## config.mk

```make
export PLATFORM = sky130hd
export DESIGN_NAME = census_linebuf_sequencer
export DESIGN_NICKNAME = d
export VERILOG_FILES = /design/src/rtl/census_pkg.sv /design/src/rtl/census_pos_counter.sv /design/src/rtl/census_linebuf_sequencer.sv
export SDC_FILE = /design/constraint.sdc
export NUM_CORES = 1
export LEC_CHECK = 0
export CORE_ASPECT_RATIO = 0.6
export CORE_UTILIZATION = 55
export CTS_CLUSTER_DIAMETER = 200
export DETAILED_ROUTE_END_ITERATION = 7
export PLACE_DENSITY = 0.9
export SYNTH_ARGS = -nofsm -noshare
export SYNTH_HDL_FRONTEND = slang
export SYNTH_HIERARCHICAL = 1
export SYNTH_SLANG_ARGS = --single-unit
```

## constraint.sdc

```tcl
create_clock -name clk -period 5.5 [get_ports clk]
set_input_delay 0.55 -clock clk [delete_from_list [all_inputs] [get_ports clk]]
set_output_delay 0.55 -clock clk [all_outputs]
set_load 0.05 [all_outputs]
```

## src/rtl/census_pkg.sv

```systemverilog
// Shared constants and FSM state encoding for the census line-buffer sequencer.
package census_pkg;

   localparam int WIN     = 5;
   localparam int AWIDTH  = 11;
   localparam int MIN_DIM = WIN;

   typedef enum logic [1:0] {
      IDLE = 2'd0,
      RUN  = 2'd1,
      DONE = 2'd2
   } state_e;

endpackage

```

## src/rtl/census_pos_counter.sv

```systemverilog
// Column/row raster position counter: latches frame size, advances on accepted
// pixels with column wrap into row increment, and flags the frame's last pixel.
module census_pos_counter #(
   parameter int AWIDTH = census_pkg::AWIDTH
) (
   input  logic              clk,
   input  logic              rst,
   input  logic              i_load,
   input  logic [AWIDTH-1:0] i_width,
   input  logic [AWIDTH-1:0] i_height,
   input  logic              i_adv,
   output logic [AWIDTH-1:0] o_col,
   output logic [AWIDTH-1:0] o_row,
   output logic              o_last
);

   logic [AWIDTH-1:0] r_width;
   logic [AWIDTH-1:0] r_height;
   logic [AWIDTH-1:0] r_col;
   logic [AWIDTH-1:0] r_row;
   logic              w_col_end;
   logic              w_row_end;

   assign w_col_end = (r_col == r_width - AWIDTH'(1));
   assign w_row_end = (r_row == r_height - AWIDTH'(1));

   always_ff @(posedge clk or negedge rst) begin
      if (!rst) begin
         r_width  <= '0;
         r_height <= '0;
         r_col    <= '0;
         r_row    <= '0;
      end else if (i_load) begin
         r_width  <= i_width;
         r_height <= i_height;
         r_col    <= '0;
         r_row    <= '0;
      end else if (i_adv) begin
         if (w_col_end) begin
            r_col <= '0;
            r_row <= w_row_end ? '0 : r_row + AWIDTH'(1);
         end else begin
            r_col <= r_col + AWIDTH'(1);
         end
      end
   end

   assign o_col  = r_col;
   assign o_row  = r_row;
   assign o_last = w_col_end && w_row_end;

endmodule

```

## src/rtl/census_linebuf_sequencer.sv

```systemverilog
// Frame scheduler driving the five line-buffer row enables and the 5x5 window flag.
// Optional stall-cycle counter output enabled by defining CENSUS_STALL_CNT_EN.
module census_linebuf_sequencer #(
   parameter int AWIDTH = census_pkg::AWIDTH,
   parameter int WIN    = census_pkg::WIN
) (
   input  logic              clk,
   input  logic              rst,
   input  logic              start,
   input  logic [AWIDTH-1:0] width,
   input  logic [AWIDTH-1:0] height,
   input  logic              pix_valid,
   output logic              clken,
   output logic              en2,
   output logic              en3,
   output logic              en4,
   output logic              en5,
   output logic              window_valid,
   output logic [AWIDTH-1:0] win_col,
   output logic [AWIDTH-1:0] win_row,
   output logic              busy,
   output logic              frame_done,
   output logic              cfg_err
`ifdef CENSUS_STALL_CNT_EN
   ,
   output logic [15:0]       stall_cnt
`endif
);
   import census_pkg::*;

   // state | meaning
   // IDLE  | waiting for a start with legal dimensions
   // RUN   | accepting pixels, driving row enables
   // DONE  | single cycle after the last pixel, frame_done high

   state_e            r_state;
   state_e            w_state_nxt;
   logic              w_acc;
   logic              w_dims_ok;
   logic              w_start_ok;
   logic [AWIDTH-1:0] w_col;
   logic [AWIDTH-1:0] w_row;
   logic              w_last;
   logic              r_window_valid;
   logic [AWIDTH-1:0] r_win_col;
   logic [AWIDTH-1:0] r_win_row;
   logic              r_busy;
   logic              r_frame_done;
   logic              r_cfg_err;

   assign w_acc      = (r_state == RUN) && pix_valid;
   assign w_dims_ok  = (width >= AWIDTH'(MIN_DIM)) && (height >= AWIDTH'(MIN_DIM));
   assign w_start_ok = (r_state == IDLE) && start && w_dims_ok;

   census_pos_counter #(.AWIDTH(AWIDTH)) u_pos (
      .clk      (clk),
      .rst      (rst),
      .i_load   (w_start_ok),
      .i_width  (width),
      .i_height (height),
      .i_adv    (w_acc),
      .o_col    (w_col),
      .o_row    (w_row),
      .o_last   (w_last)
   );

   always_comb begin
      w_state_nxt = r_state;
      case (r_state)
         IDLE:    if (w_start_ok) w_state_nxt = RUN;
         RUN:     if (w_acc && w_last) w_state_nxt = DONE;
         DONE:    w_state_nxt = IDLE;
         default: w_state_nxt = IDLE;
      endcase
   end

   always_ff @(posedge clk or negedge rst) begin
      if (!rst) begin
         r_state        <= IDLE;
         r_window_valid <= 1'b0;
         r_win_col      <= '0;
         r_win_row      <= '0;
         r_busy         <= 1'b0;
         r_frame_done   <= 1'b0;
         r_cfg_err      <= 1'b0;
      end else begin
         r_state        <= w_state_nxt;
         r_busy         <= (w_state_nxt == RUN);
         r_frame_done   <= w_acc && w_last;
         r_cfg_err      <= (r_state == IDLE) && start && !w_dims_ok;
         // A window is complete once the pixel sits at or beyond the 5th row and column.
         r_window_valid <= w_acc && (w_row >= AWIDTH'(WIN-1)) && (w_col >= AWIDTH'(WIN-1));
         if (w_acc) begin
            r_win_col <= w_col;
            r_win_row <= w_row;
         end
      end
   end

   assign clken = w_acc;
   assign en2   = w_acc && (w_row >= AWIDTH'(1));
   assign en3   = w_acc && (w_row >= AWIDTH'(2));
   assign en4   = w_acc && (w_row >= AWIDTH'(3));
   assign en5   = w_acc && (w_row >= AWIDTH'(4));

   assign window_valid = r_window_valid;
   assign win_col      = r_win_col;
   assign win_row      = r_win_row;
   assign busy         = r_busy;
   assign frame_done   = r_frame_done;
   assign cfg_err      = r_cfg_err;

`ifdef CENSUS_STALL_CNT_EN
   logic [15:0] r_stall_cnt;

   always_ff @(posedge clk or negedge rst) begin
      if (!rst) begin
         r_stall_cnt <= '0;
      end else if (w_start_ok) begin
         r_stall_cnt <= '0;
      end else if ((r_state == RUN) && !pix_valid && (r_stall_cnt != 16'hFFFF)) begin
         r_stall_cnt <= r_stall_cnt + 16'd1;
      end
   end

   assign stall_cnt = r_stall_cnt;
`endif

endmodule
```

* Word-level counts from Yosys, hierarchy flattened
Cells that the tools add are included.
Widths: inputs -> output; s select.
** Cells by class
- $add $sub $neg :: 4
- Multipliers :: 0
- Divide/modulo/power cells :: 0
- Magnitude comparators :: 7
- Equal/unequal tests :: 4
- Shift operators :: 0
- Multiplexer cells :: 10
- Bitwise logic cells :: 0
- Reduce and logical (&&, ||, !) cells :: 17
** Operators by type and width (number)
- $mux 11 :: 7
- $ge 11x3->1 const B :: 4
- $add 11x1->11 const B :: 2
- $eq 11x11->1 :: 2
- $ge 11x2->1 const B :: 2
- $sub 11x1->11 const B :: 2
- $logic_and 1x1->1 :: 12
- $ge 11x1->1 const B :: 1
- $eq 2x1->1 const B :: 2
- $mux 2 :: 2
- $pmux 2 s2 :: 1
- $reduce_bool 2->1 :: 2
- $logic_not 2->1 :: 1
- $reduce_and 2->1 :: 1
- $logic_not 1->1 :: 1
** Storage, ports and cells
- Flip-flop bits (word level) :: 72
- Bits in latches :: 0
- RAM bits :: 0
- Memory bits (read-only) :: 0
- Input port bits :: 26
- Output and inout port bits :: 31
- Word-level logic and storage cells :: 53
- Memories :: 0

* Depth between registers and ports, before layout
- Depth after elaboration :: 7
- Depth in mapped cells :: 13
- Gate-level depth less buffers :: 11

* By module
The synthesis kept the hierarchy.
** Modules (own cells, without submodules)
- census_pos_counter :: instances 1, cells an instance 306, area an instance 2916.5 um2, sequential area each 1101.1 um2
- census_linebuf_sequencer :: instances 1, cells an instance 132, area an instance 1189.9 um2, sequential area each 700.7 um2

* Worst setup path after synthesis
OpenSTA, ideal clock, no wires.
- Kind :: register to register
- Start :: register u_pos.r_height[0]
- End :: register r_busy (netlist: busy)
- Library setup time :: 125 ps
- Arrival time :: 2214 ps
- Data required time :: 5375 ps
- Setup slack :: 3160 ps
- Stages on the path, launching flop included :: 14
- Path buffers :: 2
- Clock period less this slack :: 2340 ps
- Cells stage by stage :: dfrtp_1 > clkbuf_1 > inv_1 > ha_1 > inv_1 > o21ai_0 > a211o_1 > a21oi_1 > o2111ai_1 > buf_2 > nor2_1 > nand2_1 > nand3b_1 > o31ai_1
** Between the ends
- Cells in the longest elaborated chain, start to end :: 7
** RTL lines
- from (decl) :: line census_pos_counter.sv:18 : logic [AWIDTH-1:0] r_height;
- from (signal assigned) :: line census_pos_counter.sv:35 : r_height <= i_height;
- $sub 11x1->11 :: line census_pos_counter.sv:25 : assign w_row_end = (r_row == r_height - AWIDTH'(1));
- $eq 11x11->1 :: line census_pos_counter.sv:25
- $logic_and 1x1->1 :: line census_pos_counter.sv:50 : assign o_last = w_col_end && w_row_end;
- via w_last :: line census_linebuf_sequencer.sv:43 : logic w_last;
- $logic_and 1x1->1 :: line census_linebuf_sequencer.sv:71 : RUN: if (w_acc && w_last) w_state_nxt = DONE;
- $mux 2 :: line census_linebuf_sequencer.sv:71
- $pmux 2 s2 :: line census_linebuf_sequencer.sv:69 : case (r_state)
- $eq 2x1->1 :: line census_linebuf_sequencer.sv:88 : r_busy <= (w_state_nxt == RUN);
- to (signal assigned) :: line census_linebuf_sequencer.sv:88
- to (decl) :: line census_linebuf_sequencer.sv:47 : logic r_busy;
The timed path passes the listed nets, and every way through them passes these cells.
A chain may end at the register's enable or synchronous reset.

* Worst setup path in the final report
- Start :: input port pix_valid
- End :: output port en3
** Between the ends
- Cells in the longest elaborated chain, start to end :: 2
** RTL lines
- from (decl) :: line census_linebuf_sequencer.sv:12 : input logic pix_valid,
- $logic_and 1x1->1 :: line census_linebuf_sequencer.sv:51 : assign w_acc = (r_state == RUN) && pix_valid;
- $logic_and 1x1->1 :: line census_linebuf_sequencer.sv:102 : assign en3 = w_acc && (w_row >= AWIDTH'(2));
- to (decl) :: line census_linebuf_sequencer.sv:15 : output logic en3,
No other way between the ends.

==> qor.yml <==
yosysWarnings: 6
path_clk_slew_ns: 0.05
clockRootBuffer: "clkbuf_16"
row_count: 23
wire_per_inst_um: 16.8
post-synth-top-count-cell: "nand2_1"
die_w_um: 114
synth_cells: 438
yosysSeqAreaShare_pct: 43.9
start_util_pct: 59.2
wirelength_um: 9900
startpoint_type: "input port"
drt_pre_antenna_iters: 5
synth_fp_nets: 468
vias: 3528
clock-sinks: 72
max_slew_margin_pct: 38.9
synthArstFlopShare_pct: 100
diodes: 0
synth_edf_count: 0
clk_latency_ns: 0.34
grt_pass1_wl_um: 15900
core_area_um2: 6940
placement.io_buffers: 56
critPathArrivalTime_ns: 3.02
grt_use_total_pct: 27.3
cts_tree: "built"
die_area_um2: 7830
drive_above_1_share_pct: 11.3
htree_levels: 3
cp_max_fo: 38
hold_viol: 0
synth_top_area_share_pct: 43.9
grt_pass1_vias: 3261
post_cts_buffers: 0
viasPerCell: 6.00
fin_crit_sh_pct: 64.9
period_needed_ns: 3.57
ys.flop_type: "dfrtp_1"
critical_path_class: "input port to primary output"
drv_slew: 0
grt_antenna_before_repair: 0
required_ns: 4.95
drv_cap: 0
p_leak_nw: 2.17
setup_viol: 0
place_congestion: 0.915
synth_largest_area_cell: "dfrtp_1"
skew_ns: 0.00652
fp.dieH_um: 68.9
drt_iter0_drc: 370
hpwl_um: 6970
synth.avg_cell_area_um2: 9.38
cts_resized: 0
area_growth_syn_to_layout_pct: 21.2
cts-hold-fix-buffers: 0
ys_types: 61
status: "finished, final reports clean"
whs_ns: 0.422
rrSetupSlack_ns: 2.43
fmax_ghz: 0.280
layout.nets: 514
drc: 0
yosys-top-cells-count: "nand2_1, dfrtp_1, nor2_1, o21ai_0"
cts_made_buffers: 9
io_pins: 57
cp-end-kind: "primary output"
rsz0062_at_grt: "no"
ant_nets: 0
ys_ff_latch: 72
hp-class: "input port to async pin"
r2r_cells: 8
grt-ovfl-total: 0
grt_max_degree: 73
cts_buffer_depth: 2
tightest_slew_ns: 0.911
synthTopCellsByArea: "dfrtp_1, nand2_1, mux2_2"
setup_tns_ns: 0
p_per_area_nw_per_um2: 402
syn_area_um2: 4110
max-vdd-ir-drop_v: 0.000312
[stage by stage]
step	setup slack, ns	utilization (%)	cell area, um2	power (W)	std cells
6_report	1.93	71.8	4980	0.00200	588
5_1_grt	1.82	71.8	4980	0.00210	588
4_1_cts	1.96	71.8	4980	0.00200	588
3_5_place_dp	1.96	67.5	4680	0.00142	573
3_3_place_gp	1.98	67.5	4680	0.00138	573
2_1_floorplan	3.16	-	4110	0.00123	438
[cell families (layout without fill, tap and decap cells)]
group,Yosys count,in the layout,share of synthesized area [%]
buffers and inverters,36,86,4.36
muxes,17,17,4.66
AOI/OAI and AO/OA,70,70,11.4
xor gates and xnor gates,30,30,6.40
and+or+nand+nor,209,209,28.1
adders and majority gates,4,4,1.22
DFF,72,72,43.9
[placed cells by master (no fill, tap or decap), drive strengths merged, types with 11 or more instances in the layout]
cell,instances
and3,12
o21ai,20
nor4,14
clkdlybuf4s50,55
inv,12
mux2,17
xnor2,17
a21oi,16
nand3,11
nor3,16
xor2,13
nor2,18
nand2,86
nor2b,11
dfrtp,72
[path summary, 6_finish.rpt]
kind / startpoint / to
min in group clk: win_row[7]$_DFFE_PN0P_ / win_row[7]$_DFFE_PN0P_
min: rst / win_col[2]$_DFFE_PN0P_
max in group asynchronous: rst / r_state[0]$_DFF_PN0_
min reg2reg: win_row[7]$_DFFE_PN0P_ / win_row[7]$_DFFE_PN0P_
max: pix_valid / en3
max reg2reg: u_pos/r_width[0]$_DFFE_PN0P_ / u_pos/o_row[7]$_DFFE_PN0P_
[layout make-up]
class                   instances  area, um2
multi-input cells             330       2130
clock inverters                 5       57.6
fillers                       498       1960
well taps                     100        125
repair buffers                 59        578
flip-flops and latches         72       1800
inverters                      12       45.0
clock buffers                  10        239
[per-layer routing]
layer	GRT usage, %	share of wire (%)
met2	42.3	43
met1	37.2	48
met5	0	0
met4	9.70	0.75
met3	7.52	8.0
[registers in the layout, indices dropped and copies added (netlist names)]
signal          flops
u_pos/o_col        11
u_pos/o_row        11
u_pos/r_height     11
u_pos/r_width      11
win_col            11
win_row            11
r_state             2
busy                1
cfg_err             1
frame_done          1
window_valid        1
[worst max-delay path, cell delays in order]
cell             delay (ns)
clkdlybuf4s50_1        0.56
nand3b_4               0.28
inv_2                  0.54
nand2_1                0.17
nand2_1                0.10
clkdlybuf4s50_1        0.79
[power by group]
| part | switching, W | total (W) | internal [W] |
|---|---|---|---|
| Combinational | 0.000344 | 0.000623 | 0.000279 |
| Sequential | 0.000169 | 0.000799 | 0.000630 |
| Clock | 0.000218 | 0.000579 | 0.000360 |
| Total | 0.000732 | 0.00200 | 0.00127 |
Power figures use the tool's default switching activity.
